==> src/rtl/il_pkg.sv <==
// il_pkg: opcodes, source selects, FSM state and write-class types shared by il_sequencer
package il_pkg;
  typedef enum logic [2:0] {S_IDLE, S_FETCH, S_DECODE, S_EXEC, S_WB, S_HALT} state_t;
  typedef enum logic [2:0] {W_NONE, W_ACC, W_MEM, W_JMP, W_JMPC} wclass_t;
  localparam logic [1:0] SRC_BIT = 2'd0, SRC_WORD = 2'd1, SRC_RF = 2'd2, SRC_IMM = 2'd3;
  localparam logic [7:0] OP_NOT = 8'h06, OP_ADD = 8'h07, OP_SUB = 8'h08, OP_DIV = 8'h0A, OP_MOD = 8'h0B;
  localparam logic [7:0] OP_LAST2 = 8'h11, OP_S = 8'h1B, OP_R = 8'h1C, OP_ST = 8'h1D, OP_STN = 8'h1E;
  localparam logic [7:0] OP_LD = 8'h1F, OP_JMP = 8'h20, OP_JMPC = 8'h21, OP_HALT = 8'hFF;
endpackage

==> src/rtl/il_decode.sv <==
// il_decode: opcode -> source selects, write class, legality; IL_JUMP_EN makes JMP/JMPC legal
module il_decode import il_pkg::*; #(
  parameter int IWIDTH = 8
) (
  input  logic [IWIDTH-1:0] op,
  input  logic [1:0]        src,
  output logic [1:0]        s1,
  output logic [1:0]        s2,
  output wclass_t           wclass,
  output logic              illegal,
  output logic              halt
);
  logic two_op, store, ld, jmp, jmpc;
  // classify the opcode and derive operand routing
  always_comb begin
    two_op = op <= IWIDTH'(OP_LAST2);
    store = op == IWIDTH'(OP_S) || op == IWIDTH'(OP_R) || op == IWIDTH'(OP_ST) || op == IWIDTH'(OP_STN);
    ld = op == IWIDTH'(OP_LD);
`ifdef IL_JUMP_EN
    jmp = op == IWIDTH'(OP_JMP);
    jmpc = op == IWIDTH'(OP_JMPC);
`else
    jmp = 1'b0;
    jmpc = 1'b0;
`endif
    halt = op == IWIDTH'(OP_HALT);
    illegal = !(two_op || store || ld || jmp || jmpc || halt);
    s1 = ld ? src : (two_op || store) ? SRC_RF : SRC_BIT;
    s2 = (two_op && op != IWIDTH'(OP_NOT)) ? src : SRC_BIT;
    wclass = (two_op || ld) ? W_ACC : store ? W_MEM : jmp ? W_JMP : jmpc ? W_JMPC : W_NONE;
  end
endmodule

==> src/rtl/il_sequencer.sv <==
// il_sequencer: fetch/decode/exec/writeback accumulator sequencer; define IL_JUMP_EN for JMP/JMPC
module il_sequencer import il_pkg::*; #(
  parameter int WIDTH    = 8,
  parameter int IWIDTH   = 8,
  parameter int PC_WIDTH = 8
) (
  input  logic                     clk,
  input  logic                     rst,
  input  logic                     run,
  output logic [PC_WIDTH-1:0]      prog_addr,
  output logic                     prog_req,
  input  logic                     prog_ack,
  input  logic [IWIDTH+2+WIDTH-1:0] prog_data,
  output logic [IWIDTH-1:0]        op_code,
  output logic [1:0]               source1_choice,
  output logic [1:0]               source2_choice,
  output logic [WIDTH-1:0]         imm,
  output logic                     alu_c_in,
  output logic                     alu_b_in,
  input  logic [WIDTH-1:0]         alu_out,
  input  logic                     alu_c_out,
  input  logic                     alu_b_out,
  output logic                     mem_we,
  output logic [WIDTH-1:0]         acc,
  output logic                     halted,
  output logic                     err
);
  localparam int DW = IWIDTH + 2 + WIDTH;
  state_t state_q, state_d;
  wclass_t wc_q, wc_d, dec_wc;
  logic [PC_WIDTH-1:0] pc_q, pc_d;
  logic [DW-1:0] instr_q, instr_d;
  logic [IWIDTH-1:0] op_q, op_d;
  logic [1:0] s1_q, s1_d, s2_q, s2_d, dec_s1, dec_s2;
  logic [WIDTH-1:0] imm_q, imm_d, acc_q, acc_d;
  logic c_q, c_d, b_q, b_d, dec_ill, dec_halt, dec, wb, div_zero, take;
  il_decode #(.IWIDTH(IWIDTH)) u_dec (
    .op(instr_q[DW-1 -: IWIDTH]), .src(instr_q[WIDTH +: 2]), .s1(dec_s1), .s2(dec_s2),
    .wclass(dec_wc), .illegal(dec_ill), .halt(dec_halt)
  );
  assign dec = state_q == S_DECODE;
  assign wb = state_q == S_WB;
  assign div_zero = (op_q == IWIDTH'(OP_DIV) || op_q == IWIDTH'(OP_MOD)) && s2_q == SRC_IMM && imm_q == '0;
  assign take = wc_q == W_JMP || (wc_q == W_JMPC && acc_q[0]);
  // state register
  always_ff @(posedge clk) state_q <= rst ? S_IDLE : state_d;
  // next state: illegal opcodes skip EXEC/WB, halt is sticky until reset
  always_comb begin
    state_d = state_q;
    case (state_q)
      S_IDLE:   state_d = run ? S_FETCH : S_IDLE;
      S_FETCH:  state_d = prog_ack ? S_DECODE : S_FETCH;
      S_DECODE: state_d = dec_halt ? S_HALT : dec_ill ? (run ? S_FETCH : S_IDLE) : S_EXEC;
      S_EXEC:   state_d = S_WB;
      S_WB:     state_d = run ? S_FETCH : S_IDLE;
      default:  state_d = state_q;
    endcase
  end
  // state-decoded strobes
  always_comb begin
    prog_req = state_q == S_FETCH;
    halted = state_q == S_HALT;
    mem_we = wb && wc_q == W_MEM;
    err = (dec && dec_ill) || (wb && div_zero);
  end
  // datapath next values: latch on ack, register decode, commit in writeback
  always_comb begin
    instr_d = (state_q == S_FETCH && prog_ack) ? prog_data : instr_q;
    op_d = dec ? instr_q[DW-1 -: IWIDTH] : op_q;
    s1_d = dec ? dec_s1 : s1_q;
    s2_d = dec ? dec_s2 : s2_q;
    imm_d = dec ? instr_q[WIDTH-1:0] : imm_q;
    wc_d = dec ? dec_wc : wc_q;
    acc_d = (wb && wc_q == W_ACC && !div_zero) ? alu_out : acc_q;
    c_d = (wb && op_q == IWIDTH'(OP_ADD)) ? alu_c_out : c_q;
    b_d = (wb && op_q == IWIDTH'(OP_SUB)) ? alu_b_out : b_q;
    pc_d = wb ? (take ? PC_WIDTH'(imm_q) : pc_q + PC_WIDTH'(1)) : (dec && dec_ill) ? pc_q + PC_WIDTH'(1) : pc_q;
  end
  // datapath registers
  always_ff @(posedge clk) begin
    if (rst) begin
      instr_q <= '0;
      op_q <= '0;
      s1_q <= '0;
      s2_q <= '0;
      imm_q <= '0;
      wc_q <= W_NONE;
      acc_q <= '0;
      c_q <= 1'b0;
      b_q <= 1'b0;
      pc_q <= '0;
    end else begin
      instr_q <= instr_d;
      op_q <= op_d;
      s1_q <= s1_d;
      s2_q <= s2_d;
      imm_q <= imm_d;
      wc_q <= wc_d;
      acc_q <= acc_d;
      c_q <= c_d;
      b_q <= b_d;
      pc_q <= pc_d;
    end
  end
  assign prog_addr = pc_q;
  assign op_code = op_q;
  assign source1_choice = s1_q;
  assign source2_choice = s2_q;
  assign imm = imm_q;
  assign acc = acc_q;
  assign alu_c_in = c_q;
  assign alu_b_in = b_q;
endmodule

==> config.mk <==
export PLATFORM = sky130hd
export DESIGN_NAME = il_sequencer
export DESIGN_NICKNAME = d
export VERILOG_FILES = /design/src/rtl/il_pkg.sv /design/src/rtl/il_decode.sv /design/src/rtl/il_sequencer.sv
export SDC_FILE = /design/constraint.sdc
export NUM_CORES = 1
export LEC_CHECK = 0
export ABC_AREA = 1
export CORE_MARGIN = 2
export CORE_UTILIZATION = 50
export CTS_BUF_LIST = sky130_fd_sc_hd__clkbuf_8
export DETAILED_ROUTE_END_ITERATION = 10
export GPL_ROUTABILITY_DRIVEN = 0
export PLACE_DENSITY = 0.88
export SYNTH_ARGS = -nofsm -noshare
export SYNTH_HDL_FRONTEND = slang
export SYNTH_HIERARCHICAL = 1
export SYNTH_SLANG_ARGS = --single-unit
==> constraint.sdc <==
create_clock -name clk -period 2.6 [get_ports clk]
set_clock_uncertainty 0.05 [all_clocks]
set_input_delay 0.52 -clock clk [delete_from_list [all_inputs] [get_ports clk]]
set_output_delay 0.52 -clock clk [all_outputs]
set_load 0.01 [all_outputs]
==> results.txt <==
Hold EP - alu_b_in
Max_cap viols - 0
Ys async rst share - 0%
Most used DFF post-synth - dfxtp_1
Drt first pass iters - 4
Reg-to-reg slack, setup - 0.84 ns
Pin count of the biggest net entering global routing - 46
Post-synth EDFFs - 0
Worst Path Class, Setup - register to output port
Req. time, crit path - 2.03 ns
Ant. Diodes - 0
Highest-count cells in the layout ignoring fill and taps - nor2_1 (89), clkdlybuf4s50_1 (72), dfxtp_1 (61)
Synth unique cells - 31
Final Max Tran Viols - 0
CTS tree - done
Hold path start - alu_b_in
Pwr per Cell Area - 561.2 nW/µm²
Power after layout - 2157 µW
CTS Buf Count - 9
Peak VDD IR - 0.4055 mV
CP endpoint kind - output port
Critical path cell sequence - nor2_1, nand2_4, nor4_1, clkdlybuf4s50_1
Hold buffer count at CTS - 0
FP Rows - 27
Critical path's slowest cell - clkdlybuf4s50_1
Synth Area per Inst - 6.999 µm²
Final ANT Viol Nets - 0
DR vias/cell - 5.173
Fillers - 479
Die width - 80.13 µm
Synth-to-layout area growth - 32.64%
Clock transition at path regs - 0.06 ns
Startpoint types - register
Drt total wl - 7087 µm
Core Area - 5540 µm²
Die area - 6421 µm²
Clk_lat worst skew - 0.34 ns
Sequential element share of the synthesized area - 42.83%
Grt ovf - 0
Worst hold-check path type - register to register
Fmax - 406.6 MHz
Seq cells post-synth - 62
Commonest non-fill, non-tap cell in the layout - nor2_1
Fin area - 3844 µm²
Final HPWL DP - 5051 µm
Sink Count - 62
Synth warn - 6
Outcome - finished, final reports clean
First-pass GRT wire length - 11420 µm
Synthesized Nets - 447
Initial antenna violation count - 0
Worst-path fanout max - 8
R2R cell count - 12
H-tree Lvls - 3
CTS max path bufs - 2
Share of cells above drive strength 1 - 9.592%
Post-CTS Repair Setup Buffers - 0
RSZ-0062 raised after global routing - no
Sum of buffers and inverters on the critical path - 1
Total GRT Usage - 22.80%
Number of I/O pins - 74
Slew @ Worst Pin - 0.5376 ns
Number of cells on the critical path - 4
Via count - 2907
Area of the mapped netlist - 2898 µm²
Crit path max-delay family - buffers and inverters
DIE HEIGHT - 80.13 µm
Initial core utilization - 52.30%
Dpl cell area - 3676 µm²
Number of global-route vias before repair - 2626
Worst path arrival time - 1.89 ns
Hold Path Depth - 2
Tcrit/Tclk final - 94.59%
Final Hold Viols - 0
CTS Root Cell - clkbuf_8
Starting DRT DRC Count - 168
# setup viols final - 0
Setup TNS - 0 ns
Nets - 519
Max_slew headroom - 64.04%
Reg-to-Reg Start - instr_q[13]
Mapped Cells - 414
LEAKAGE - 0.001546 µW
Wire per inst - 12.61 µm
Largest stage delay on the critical path - 0.60 ns
Port-buffer cells - 73
Reg-to-reg endpoint - prog_addr[7]
Time the worst path needs with I/O delays and setup - 2.459 ns
DRC errors left - 0
[Yosys cell counts (all sizes together) (2+ instances only)]
cell / n / area [µm²]
nor2: 95 / 386.6
nand2: 53 / 224.0
o21ai: 58 / 290.3
nand3: 33 / 197.7
nand4: 3 / 18.77
dfxtp: 62 / 1241
clkbuf: 9 / 33.78
a21oi: 31 / 155.2
o21bai: 2 / 15.01
nor3: 6 / 51.30
inv: 49 / 183.9
buf: 7 / 51.29
[report_power, final]
group	leakage, µW	total, µW	switching (µW)	internal (µW)
combinational	0.000943	359	191	168
sequential	0.000504	1070	56.2	1010
clock	0.0000990	732	352	381
total	0.00155	2160	599	1560
[how the worst max path moves through the flow]
stage / startpoint / to / slack [ns]
2_1_floorplan: op_code[4] / err / 0.78
3_3_place_gp: instr_q[13] / err / 0.41
3_5_place_dp: instr_q[11] / err / 0.33
4_1_cts: state_q[1] / mem_we / 0.17
5_1_grt: state_q[1] / mem_we / 0.08
6_report: state_q[1] / mem_we / 0.14
[flip-flops by register name (all words and copies together), names as in the netlist]
signal,cells
instr_q,18
source2_choice,2
alu_b_in,1
op_code,8
prog_addr,8
acc,8
imm,8
source1_choice,2
wc_q,3
alu_c_in,1
state_q,3
[kinds of logic after synthesis]
kind of cell | after synthesis | share of synthesized area, %
buffers and inverters | 65 | 9.283
adders and majority gates | 1 | 0.4317
xor gates and xnor gates | 2 | 0.6046
and+or+nand+nor | 191 | 30.53
other | 1 | 0.1294
DFF | 62 | 42.83
AOI/OAI and AO/OA | 92 | 16.19
[stage by stage]
| stage | setup slack (ns) | hold WS [ns] | std cells | util (%) |
|---|---|---|---|---|
| 6_report | 0.1408 | 0.4045 | 562 | 69.38 |
| 5_1_grt | 0.08175 | 0.4263 | 562 | 69.38 |
| 4_1_cts | 0.1700 | 0.4050 | 562 | 69.38 |
| 3_5_place_dp | 0.3330 | 0.3954 | 547 | 66.35 |
| 3_3_place_gp | 0.4139 | 0.3855 | 547 | 66.35 |
| 2_1_floorplan | 0.7823 | 0.4070 | 414 | - |
[routing by layer]
layer  part of all wire, %  up-vias  GRT usage (%)
met5                     0        -              0
met3                   5.7       18          4.494
met4                   2.6        0          11.86
li1                      -     1474              -
met1                    43     1307          26.60
met2                    49      108          39.33
[repair_timing]
item / CTS / global route
hold endpoints to repair: 0 / 0
resized for setup: 2 / 0
endpoints found under the setup margin: 1 / 0
[worst register-to-register path, delay by kind of cell, from the launching register on]
family	cells	cell delay, ns
buf+inv	2	0.18
simple gates	9	0.95
flops	1	0.42
compound gates	1	0.11
[layout make-up]
type                       count  area (µm²)  share of cell area, %
sequential                    62        1242                  32.32
tap                           72       90.09                  2.344
clock buffer                  11       151.4                  3.939
timing repair buffer          77       772.0                  20.08
multi-input combinational    287        1388                  36.10
inverter                      49       183.9                  4.785
clock inverter                 4       16.27                 0.4232
Note: power is estimated with default switching activity, not from simulation.
